<file path="src/rtl/bsg_manycore_store_credit_pkg.sv">
// Shared types for the remote-store credit controller.
// Latency: n/a (types only).
// Backpressure: n/a.
package bsg_manycore_store_credit_pkg;

  // RUN: stores flow subject to credit. FENCE_DRAIN: stores held until all acks return.
  typedef enum logic [0:0] {
    eRUN         = 1'b0,
    eFENCE_DRAIN = 1'b1
  } store_credit_state_e;

endpackage

</file>
<file path="src/rtl/bsg_counter_up_down_sat.sv">
// Saturating up/down counter, clamps at 0 and max_val_p; up and down together hold.
// Latency: count_o is registered, updates one cycle after up_i/down_i.
// Backpressure: none; requests past a limit are dropped (caller detects underflow).
// Ports: clk_i, reset_n_i (async active-low), up_i, down_i, count_o.
module bsg_counter_up_down_sat #(
  parameter int max_val_p = 16,
  parameter int width_p   = $clog2(max_val_p + 1)
) (
  input  logic               clk_i,
  input  logic               reset_n_i,
  input  logic               up_i,
  input  logic               down_i,
  output logic [width_p-1:0] count_o
);

  logic [width_p-1:0] count_d, count_q;

  always_comb begin
    count_d = count_q;
    if (up_i && !down_i && (count_q != width_p'(max_val_p))) begin
      count_d = count_q + width_p'(1);
    end else if (down_i && !up_i && (count_q != '0)) begin
      count_d = count_q - width_p'(1);
    end
  end

  always_ff @(posedge clk_i or negedge reset_n_i) begin
    if (!reset_n_i) begin
      count_q <= '0;
    end else begin
      count_q <= count_d;
    end
  end

  assign count_o = count_q;

endmodule

</file>
<file path="src/rtl/bsg_manycore_store_credit_ctrl.sv">
// Remote-store credit/fence controller between the core data port and the store network.
// Latency: store handshake is combinational (0 cycles); fence completes >=1 cycle after request.
// Backpressure: net_v_o drops when credits run out or a fence is pending; acks always accepted.
// Ports: clk_i/reset_n_i; store_v_i/store_yumi_o (core), net_v_o/net_ready_i (network),
//        ret_v_i (acks), fence_v_i/fence_yumi_o/fence_data_o (fence), status outputs.
module bsg_manycore_store_credit_ctrl
  import bsg_manycore_store_credit_pkg::*;
#(
  parameter int max_credits_p   = 16,
  parameter int fence_timeout_p = 1024,
  parameter int data_width_p    = 32,
  localparam int cnt_width_lp   = $clog2(max_credits_p + 1)
) (
  input  logic                    clk_i,
  input  logic                    reset_n_i,
  input  logic                    store_v_i,
  output logic                    store_yumi_o,
  output logic                    net_v_o,
  input  logic                    net_ready_i,
  input  logic                    ret_v_i,
  input  logic                    fence_v_i,
  output logic                    fence_yumi_o,
  output logic [data_width_p-1:0] fence_data_o,
  output logic [cnt_width_lp-1:0] outstanding_o,
  output logic                    underflow_o,
  output logic                    timeout_o,
  output logic                    idle_o
);

  localparam int wd_width_lp = $clog2(fence_timeout_p + 1);
  localparam logic [wd_width_lp-1:0] wd_last_lp = wd_width_lp'(fence_timeout_p - 1);

  store_credit_state_e     state_d, state_q;
  logic [wd_width_lp-1:0]  watchdog_d, watchdog_q;
  logic                    underflow_d, underflow_q;
  logic                    timeout_d, timeout_q;
  logic [cnt_width_lp-1:0] count_r;
  logic                    credit_ok, in_run, cnt_zero, fire;

  // Credit check uses only the registered count: an ack arriving this cycle frees
  // a credit for next cycle, never for the store presented now.
  assign credit_ok = (count_r < cnt_width_lp'(max_credits_p));
  assign in_run    = (state_q == eRUN);
  assign cnt_zero  = (count_r == '0);

  // A fence request wins over a same-cycle store. Gating with reset keeps the
  // handshakes quiet while reset is held even if the core keeps requesting.
  assign net_v_o      = reset_n_i & store_v_i & credit_ok & in_run & ~fence_v_i;
  assign fire         = net_v_o & net_ready_i;
  assign store_yumi_o = fire;

  assign fence_yumi_o = reset_n_i & ~in_run & fence_v_i & cnt_zero;
  assign fence_data_o = fence_yumi_o ? data_width_p'(count_r) : '0;

  bsg_counter_up_down_sat #(
    .max_val_p (max_credits_p),
    .width_p   (cnt_width_lp)
  ) outstanding_cnt (
    .clk_i     (clk_i),
    .reset_n_i (reset_n_i),
    .up_i      (fire),
    .down_i    (ret_v_i),
    .count_o   (count_r)
  );

  always_comb begin
    state_d    = state_q;
    watchdog_d = watchdog_q;
    timeout_d  = timeout_q;
    // An ack with nothing outstanding (and no store to cancel it) is a protocol error.
    underflow_d = underflow_q | (ret_v_i & ~fire & cnt_zero);

    case (state_q)
      eRUN: begin
        if (fence_v_i) begin
          state_d    = eFENCE_DRAIN;
          watchdog_d = '0;
        end
      end
      eFENCE_DRAIN: begin
        // Watchdog parks at its last value so it cannot wrap during a long drain.
        if (watchdog_q == wd_last_lp) begin
          timeout_d = 1'b1;
        end else begin
          watchdog_d = watchdog_q + wd_width_lp'(1);
        end
        // Leave on completion, or when the core abandons the fence.
        if (!fence_v_i || cnt_zero) begin
          state_d = eRUN;
        end
      end
      default: state_d = eRUN;
    endcase
  end

  always_ff @(posedge clk_i or negedge reset_n_i) begin
    if (!reset_n_i) begin
      state_q     <= eRUN;
      watchdog_q  <= '0;
      underflow_q <= 1'b0;
      timeout_q   <= 1'b0;
    end else begin
      state_q     <= state_d;
      watchdog_q  <= watchdog_d;
      underflow_q <= underflow_d;
      timeout_q   <= timeout_d;
    end
  end

  assign outstanding_o = count_r;
  assign underflow_o   = underflow_q;
  assign timeout_o     = timeout_q;
  assign idle_o        = cnt_zero & in_run;

endmodule
</file>
<file path="config.mk">
export PLATFORM = sky130hd
export DESIGN_NAME = bsg_manycore_store_credit_ctrl
export DESIGN_NICKNAME = d
export VERILOG_FILES = /design/src/rtl/bsg_manycore_store_credit_pkg.sv /design/src/rtl/bsg_counter_up_down_sat.sv /design/src/rtl/bsg_manycore_store_credit_ctrl.sv
export SDC_FILE = /design/constraint.sdc
export NUM_CORES = 1
export LEC_CHECK = 0
export CAP_MARGIN = 25
export CORE_MARGIN = 5
export CORE_UTILIZATION = 51
export CTS_BUF_LIST = sky130_fd_sc_hd__clkbuf_2
export DETAILED_ROUTE_END_ITERATION = 6
export HOLD_SLACK_MARGIN = 0.05
export PLACE_DENSITY = 0.95
export RECOVER_POWER = 25
export SYNTH_ARGS = -nofsm -noshare
export SYNTH_HDL_FRONTEND = slang
export SYNTH_SLANG_ARGS = --single-unit
</file>
<file path="constraint.sdc">
create_clock -name clk_i -period 4.58 [get_ports clk_i]
set_input_delay 0.458 -clock clk_i [delete_from_list [all_inputs] [get_ports clk_i]]
set_output_delay 0.458 -clock clk_i [all_outputs]
set_load 0.02 [all_outputs]
</file>
=== Word-level counts from Yosys, hierarchy flattened ===
Index checks and enable logic that the tools add are counted.

* Register bits: 19
* Input port bits: 6
* Output and inout bits: 43
* Word-level logic and storage cells: 50

* $add $sub $neg: 3
* Magnitude comparators: 1
* Equal/unequal tests: 4
* Muxes and demuxes: 9
* Bitwise gates (word level): 15
* Reduce and logical (&&, ||, !) cells: 13

{| class="wikitable"
|+ Operators with widths
! cell !! number
|-
| 11-bit 2-to-1 mux || 2
|-
| 11-bit one-hot mux with 2 select lines || 1
|-
| 5-bit 2-to-1 mux || 3
|-
| 11-bit by 1-bit adder with 11-bit output, second input constant || 1
|-
| 1-bit AND || 11
|-
| 11-bit by 10-bit equality test with 1-bit output, second input constant || 1
|-
| 5-bit by 1-bit adder with 5-bit output, second input constant || 1
|-
| 5-bit logical NOT || 1
|-
| 5-bit less-than comparator, second input constant || 1
|-
| 5-bit inequality test, second input constant || 1
|-
| 5-bit nonzero test || 1
|-
| 5-bit by 1-bit subtractor with 5-bit output, second input constant || 1
|-
| 1-bit logical AND || 4
|-
| 2-bit inequality test, second input constant || 2
|-
| 2-bit AND reduction || 2
|-
| 1-bit logical NOT || 3
|-
| 1-bit inverter || 3
|-
| 1-bit 2-to-1 mux || 2
|-
| 1-bit one-hot mux with 2 select lines || 1
|-
| 2-bit nonzero test || 1
|-
| 1-bit logical OR || 1
|-
| 1-bit bitwise OR || 1
|}

=== Logic depth before layout (Yosys ltp) ===
Gate-level depths: netlist of the first run.

* Word-level depth: 10
* Mapped depth: 8
* Depth with buffers taken out: 8

=== Cells and area by module ===
A second synthesis of the first run with hierarchy kept.

* Cell total of the unflattened synthesis: 158
* Area total of the unflattened synthesis: 1473.9 um2

{| class="wikitable"
|+ Modules (own cells, without submodules)
! module !! instances !! cells each !! area an instance (um2) !! seq. area each (um2)
|-
| bsg_manycore_store_credit_ctrl || 1 || 108 || 1013.5 || 350.3
|-
| bsg_counter_up_down_sat || 1 || 50 || 460.4 || 125.1
|}

=== Worst setup path before layout of the first run ===
OpenSTA, ideal clock, no wires.

* Kind: input -> register
* Start point: input fence_v_i
* End point: register outstanding_cnt.count_q[4], in the netlist outstanding_cnt.count_o[4]
* Library setup time: 0.087 ns
* Arrival: 2.219 ns
* Required time: 4.493 ns
* Setup slack: 2.274 ns
* Stages: 7
* Path buffers: 0
* Cells stage by stage: or3b_1 or3_4 ha_1 nor2b_1 o21a_1 or3_1 o211ai_1

* Word-level cells in the longest chain between the ends: 7
* Elaborated cells on any way between the ends: 10
* Classes of those cells: 1 x mux; 3 x bitwise; 6 x reduce/logical

{| class="wikitable"
|+ Ends and longest elaborated chain
! item !! line !! text
|-
| from (decl) || bsg_manycore_store_credit_ctrl.sv:21 || <nowiki>input logic fence_v_i,</nowiki>
|-
| 1-bit inverter * || bsg_manycore_store_credit_ctrl.sv:48 || <nowiki>assign net_v_o = reset_n_i & store_v_i & credit_ok & in_run & ~fence_v_i;</nowiki>
|-
| 1-bit AND * || bsg_manycore_store_credit_ctrl.sv:48 ||
|-
| 1-bit AND * || bsg_manycore_store_credit_ctrl.sv:49 || <nowiki>assign fire = net_v_o & net_ready_i;</nowiki>
|-
| 1-bit logical NOT || bsg_counter_up_down_sat.sv:22 || <nowiki>end else if (down_i && !up_i && (count_q != '0)) begin</nowiki>
|-
| 1-bit logical AND (2 in series) || bsg_counter_up_down_sat.sv:22 ||
|-
| 2-bit nonzero test (no source line) || n/a ||
|-
| to (signal assigned) || bsg_counter_up_down_sat.sv:31 || <nowiki>count_q <= count_d;</nowiki>
|-
| to (decl) || bsg_counter_up_down_sat.sv:16 || <nowiki>logic [width_p-1:0] count_d, count_q;</nowiki>
|}

Every way passes the cells marked *; elsewhere a longest branch is shown, timed or not.
A chain may end at the register's enable or synchronous reset.

=== Final worst setup path of the first run ===
* Start point: input reset_n_i
* End point: output store_yumi_o

* Word-level cells in the longest chain between the ends: 5

{| class="wikitable"
|+ Ends and longest elaborated chain
! item !! line !! text
|-
| from (decl) || bsg_manycore_store_credit_ctrl.sv:15 || <nowiki>input logic reset_n_i,</nowiki>
|-
| 1-bit AND (4 in series) || bsg_manycore_store_credit_ctrl.sv:48 ||
|-
| 1-bit AND || bsg_manycore_store_credit_ctrl.sv:49 ||
|-
| to (decl) || bsg_manycore_store_credit_ctrl.sv:17 || <nowiki>output logic store_yumi_o,</nowiki>
|}

Every way passes these cells.

==> qor.csv, run 1 <==
metric,value,unit
routed.top_layer,met4,
pin_count,49,
power_density,456.8,mW/mm2
num_rows,19,
ant_nets,0,
fmax,354.3,MHz
irDropWorstVdd,0.4520,mV
combPwrFrac,0.497,
place_inst,202,
synthMostInstantiatedCell,buf_4,
drt-vias-per-instance,5.481,
synth_xor_area_frac,0.02371,
areaGrowthSynthToFinish,6.181,%
via_count,1129,
cts_tree,done,
setup_tns,0,ns
gp_congestion,0.8934,
portBuffers,16,
worstHoldPathType,reg -> reg,
antenna_cells,0,
cts_buffer_depth,2,
stdcell_count,206,
post_synth.cell_area_avg,9.352,um2
synth.top_cell.area_share,0.3218,
synthMuxAreaShare,0.03387,
power.switching,311.3,uW
power_leakage,0.7497,nW
synth_top_family_by_area,simple AND/OR/NAND/NOR gates,
die_x,63.83,um
yosys_warnings,0,
drive_above_1_share,0.1029,
grt-ovfl-total,0,
ys_seq_elements,19,
synth_cell_types,55,
clock-sinks,19,
synth_edf_count,0,
finalHoldViolations,0,
cts_setup_buffers,0,
synthFlopType,dfrtp_1,
core,0.002758,mm2
final.min_clock_period,2.823,ns
p_int,405.4,uW
grt_pass1_vias,1077,
n_fill_cell,231,
p_sw_frac,0.4344,
antenna_found_initial,0,
crit_required,4.12,ns
yosysTopAreaCell,dfrtp_1,
synth-compound-area-share,0.1465,
root_buffer,clkbuf_2,
synthSimpleGateAreaFrac,0.2329,
fin_skew,0.01628,ns
maxCapViolCount,0,
slew_violations,0,
wl_met2,1462,um
met1_length,1264,um
postRouteWirelength,3055,um
synthArstFlopShare,1.000,
max_slew_margin,0.5857,
clk_latency,0.32,ns
cts_hold_buf,0,
dp_hpwl,2347,um
tightestPinTransition,0.6215,ns
numCtsBuffers,3,
rsz0062_at_grt,no,
synth_common_cells,"buf_4 (32), dfrtp_1 (19), nand2_1 (11), nand3_1 (9)",
seq_area_frac_synth,0.3218,
cts_resized,0,
end_kind,output pin,
critPathMaxFanout,21,
postLayoutCellArea,0.001569,mm2
grt_pass1_wl,4892,um
crit_arrival,2.36,ns
clkTransAtPathRegs,0.17,ns
finalSetupViolCount,0,
cp-start-kind,input port,
track_usage,0.1474,
nets,188,
synth_area_leaders,"dfrtp_1 (32%), buf_4 (16%), ha_1 (4.2%)",
p_clk_frac,0.107,
wl_per_cell,14.83,um
status,finished clean,
drcViolationCount,0,
seqPwrFrac,0.395,
syn_area,0.001478,mm2
drt-initial-drc-count,94,
period_share,0.6163,
fp.dieArea,0.004074,mm2
initial_utilization,0.5358,
syn_inst,158,
wl_met3,253,um
worstSetupPathType,in -> out,
die_h,63.83,um
dr.pass1.iters,4,
synth_fa_ha_area_frac,0.05588,
cts_htree_levels,1,
place_area,0.001549,mm2
grt_max_degree,23,
## cell usage in the layout, fill, tap and decap left out, drive strengths merged, types with 2 or more instances in the layout
cell type      count
a31oi              2
dfrtp             19
mux2               2
inv                4
o21ai              5
o211ai             2
xor2               2
xnor2              2
ha                 5
and2               2
clkbuf             4
o22ai              2
nand3              9
a21oi              3
a21boi             3
nand4              2
and2b              2
or2                2
or3                3
nand4b             2
nand2b             3
nand2             11
conb              32
and3               3
nand3b             2
or4                2
clkdlybuf4s50     15
nor2               6
mux2i              2
## power by group through the flow
stage | clock network [mW] | registers, mW | logic (mW)
after floorplan | 0 | 0.296 | 0.244
after global placement | 0 | 0.281 | 0.339
after detailed placement | 0 | 0.283 | 0.358
after CTS | 0.0788 | 0.280 | 0.358
after global routing | 0.0882 | 0.292 | 0.388
final | 0.0768 | 0.283 | 0.357
## final cells by class
class | count | area (um2) | share of cell area
flip-flops and latches | 19 | 475.5 | 0.3030
clock buffers | 4 | 20.02 | 0.01276
inverters | 5 | 18.77 | 0.01196
well taps | 31 | 38.79 | 0.02472
repair buffers | 17 | 167.7 | 0.1069
multi-input cells | 130 | 848.3 | 0.5407
## flip-flops by register name, summed over array words and instances, names as in the netlist
name and flops:
underflow_o 1, timeout_o 1, state_q 1, watchdog_q 11, outstanding_cnt.count_o 5
## per-stage QoR
stage                     worst slack, ns  utilization  total power [mW]  hold WS [ns]
final                               1.757       0.5690            0.7167        0.4843
after CTS                           1.766       0.5690            0.7175        0.4414
after global placement              1.658       0.5617            0.6199        0.4631
after global routing                1.585       0.5690            0.7680        0.5049
after floorplan                     2.274            -            0.5400        0.1624
after detailed placement            1.577       0.5617            0.6408        0.4534
## path summary, 6_finish.rpt
kind | from | slack [ns] | endpoint | cells after the start
worst max register to register | state_q$_DFF_PN0_ | 1.84 | outstanding_cnt.count_o[4]$_DFFE_PN0P_ | 7
worst min-delay path | timeout_o$_DFFE_PN0P_ | 0.48 | timeout_o$_DFFE_PN0P_ | 1
worst max-delay path | reset_n_i | 1.76 | store_yumi_o | 7
min in group asynchronous | reset_n_i | 0.51 | watchdog_q[10]$_DFFE_PN0P_ | 2
worst min register to register | timeout_o$_DFFE_PN0P_ | 0.48 | timeout_o$_DFFE_PN0P_ | 1
max in group asynchronous | reset_n_i | 3.84 | watchdog_q[1]$_DFFE_PN0P_ | 2
## metal layers
metal / global-route usage / vias up
met2: 0.2374 / 62
met3: 0.04729 / 10
met5: 0 / -
li1: - / 535
met1: 0.1833 / 522
met4: 0.05455 / 0
## kinds of logic (layout without fill, tap and decap cells)
family	Yosys count	count (layout)
AO/OA/AOI/OAI	28	28
XOR/XNOR	4	4
adder cells (fa/ha/maj)	6	6
buffers and inverters	40	26
flip-flops	19	19
multiplexers	4	4
other	1	32
AND/OR/NAND/NOR	56	56
## worst max-delay path: stages
cell             delay [ns]
dlygate4sd3_1          0.52
buf_4                  0.27
nand3b_1               0.17
nor2_1                 0.18
nand2_1                0.10
inv_1                  0.06
clkdlybuf4s50_1        0.59
No activity file was read; power rests on OpenSTA's default activity.
==> run 2, diff against run 1 <==
--- a/config.mk
+++ b/config.mk
@@ -7,11 +7,11 @@
 export LEC_CHECK = 0
 export CAP_MARGIN = 25
 export CORE_MARGIN = 5
-export CORE_UTILIZATION = 51
+export CORE_UTILIZATION = 47
 export CTS_BUF_LIST = sky130_fd_sc_hd__clkbuf_2
 export DETAILED_ROUTE_END_ITERATION = 6
 export HOLD_SLACK_MARGIN = 0.05
-export PLACE_DENSITY = 0.95
+export PLACE_DENSITY = 0.93
 export RECOVER_POWER = 25
 export SYNTH_ARGS = -nofsm -noshare
 export SYNTH_HDL_FRONTEND = slang
==> constraint.sdc (replaced) <==
create_clock -name clk_i -period 2.9 [get_ports clk_i]
set_input_delay 0.29 -clock clk_i [delete_from_list [all_inputs] [get_ports clk_i]]
set_output_delay 0.29 -clock clk_i [all_outputs]
set_load 0.02 [all_outputs]
==> qor.csv, run 2 (same netlist as run 1, synthesis figures left out) <==
metric,value,unit
status,finished clean,
power_leakage,0.7593,nW
critPathMaxFanout,6,
crit_required,2.61,ns
place_area,0.001580,mm2
dp_hpwl,2355,um
core,0.003028,mm2
antenna_cells,0,
slew_violations,0,
track_usage,0.1413,
layout_common_cells,"conb_1 (32), dfrtp_1 (19), clkdlybuf4s50_1 (15)",
max_slew_margin,0.6248,
via_count,1177,
cts_resized,0,
portBuffers,16,
finalSetupViolCount,0,
r2r_slack,0.54,ns
finalHoldViolations,0,
cts_htree_levels,1,
cts_hold_buf,0,
pin_count,49,
cp-start-kind,register,
finalPower,1.118,mW
reg2reg_from,state_q$_DFF_PN0_,
drive_above_1_share,0.1130,
wl_per_cell,13.44,um
worstHoldPathType,in -> async,
clkTransAtPathRegs,0.16,ns
antenna_found_initial,0,
end_kind,output pin,
clock-sinks,19,
die_x,66.07,um
largest_reg_flops,11,
drt-vias-per-instance,5.326,
utilization,0.5285,
clk_latency,0.30,ns
gp_congestion,0.9275,
layout_commonest_cell,conb_1,
tightestPinTransition,0.5576,ns
grt-ovfl-total,0,
cts_setup_buffers,0,
postRouteWirelength,2971,um
nets,190,
numCtsBuffers,3,
fmax,378.9,MHz
drt-initial-drc-count,57,
grt_max_degree,22,
final.min_clock_period,2.640,ns
drcViolationCount,0,
dr.pass1.iters,4,
postLayoutCellArea,0.001600,mm2
place_inst,217,
power_density,698.9,mW/mm2
fin_skew,0.001819,ns
cts_buffer_depth,2,
cts_tree,done,
crit_path_start,outstanding_cnt.count_o[4]$_DFFE_PN0P_,
die_h,66.07,um
worstSetupPathType,reg -> out,
grt_pass1_wl,4843,um
period_share,0.9102,
num_rows,20,
irDropWorstVdd,0.4210,mV
areaGrowthSynthToFinish,8.298,%
ant_nets,0,
endpoint,fence_yumi_o,
stdcell_count,221,
r2r_cells,7,
r2r_end,outstanding_cnt.count_o[4]$_DFFE_PN0P_,
fp.dieArea,0.004365,mm2
grt_pass1_vias,1081,
n_fill_cell,272,
root_buffer,clkbuf_2,
setup_tns,0,ns
initial_utilization,0.4880,
rsz0062_at_grt,no,
top_register,watchdog_q,
crit_arrival,2.35,ns
maxCapViolCount,0,
## run 2: through the flow
stage	setup slack, ns	hold WS (ns)
floorplan	0.6546	-0.005591
global placement	0.2581	0.4487
detailed placement	0.2070	0.4609
CTS	0.2342	0.3475
global route	0.1660	0.4219
finish	0.2605	0.4184
## run 2: worst min-delay path by stage
stage	cells after the start	from	end	slack, ns
after floorplan	0	reset_n_i	outstanding_cnt.count_o[0]$_DFFE_PN0P_	-0.006
after global routing	2	reset_n_i	watchdog_q[2]$_DFFE_PN0P_	0.42
after CTS	2	reset_n_i	underflow_o$_DFF_PN0_	0.35
final	2	reset_n_i	underflow_o$_DFF_PN0_	0.42
after global placement	1	underflow_o$_DFF_PN0_	underflow_o$_DFF_PN0_	0.45
after detailed placement	1	timeout_o$_DFFE_PN0P_	timeout_o$_DFFE_PN0P_	0.46
## run 2: final cells by class
type | instances | area, um2 | area share
multi-input combinational | 130 | 848.3 | 0.5301
clock buffer | 4 | 20.02 | 0.01251
sequential | 19 | 475.5 | 0.2971
inverter | 5 | 18.77 | 0.01173
timing repair buffer | 19 | 182.7 | 0.1142
tap | 44 | 55.05 | 0.03440
## run 2: power breakdown
group | total (mW) | leakage (nW) | switching (mW) | internal, mW
Combinational | 0.567 | 0.499 | 0.294 | 0.274
Clock | 0.113 | 0.0166 | 0.0768 | 0.0365
Sequential | 0.438 | 0.244 | 0.104 | 0.333
## run 2: critical path: stages (launching register included)
cell and delay, ns:
dfrtp_1 0.48, or4_4 0.58, nor2_8 0.16, and4_1 0.21, clkdlybuf4s50_1 0.62
## run 2: routing by layer
layer | global-route usage | up-vias | wire length [um]
met5 | 0 | - | 0
met1 | 0.1730 | 569 | 1267
met4 | 0.05076 | 0 | 39
met3 | 0.02381 | 6 | 206
met2 | 0.2478 | 63 | 1457
li1 | - | 539 | -
==> run 3, diff against run 2 <==
--- a/config.mk
+++ b/config.mk
@@ -13,6 +13,8 @@
 export HOLD_SLACK_MARGIN = 0.05
 export PLACE_DENSITY = 0.93
 export RECOVER_POWER = 25
+export SKIP_CTS_REPAIR_TIMING = 1
 export SYNTH_ARGS = -nofsm -noshare
 export SYNTH_HDL_FRONTEND = slang
 export SYNTH_SLANG_ARGS = --single-unit
+export TNS_END_PERCENT = 20
==> results of run 3 <==
No change in the layout: final DEF, timing and power equal those of run 2.
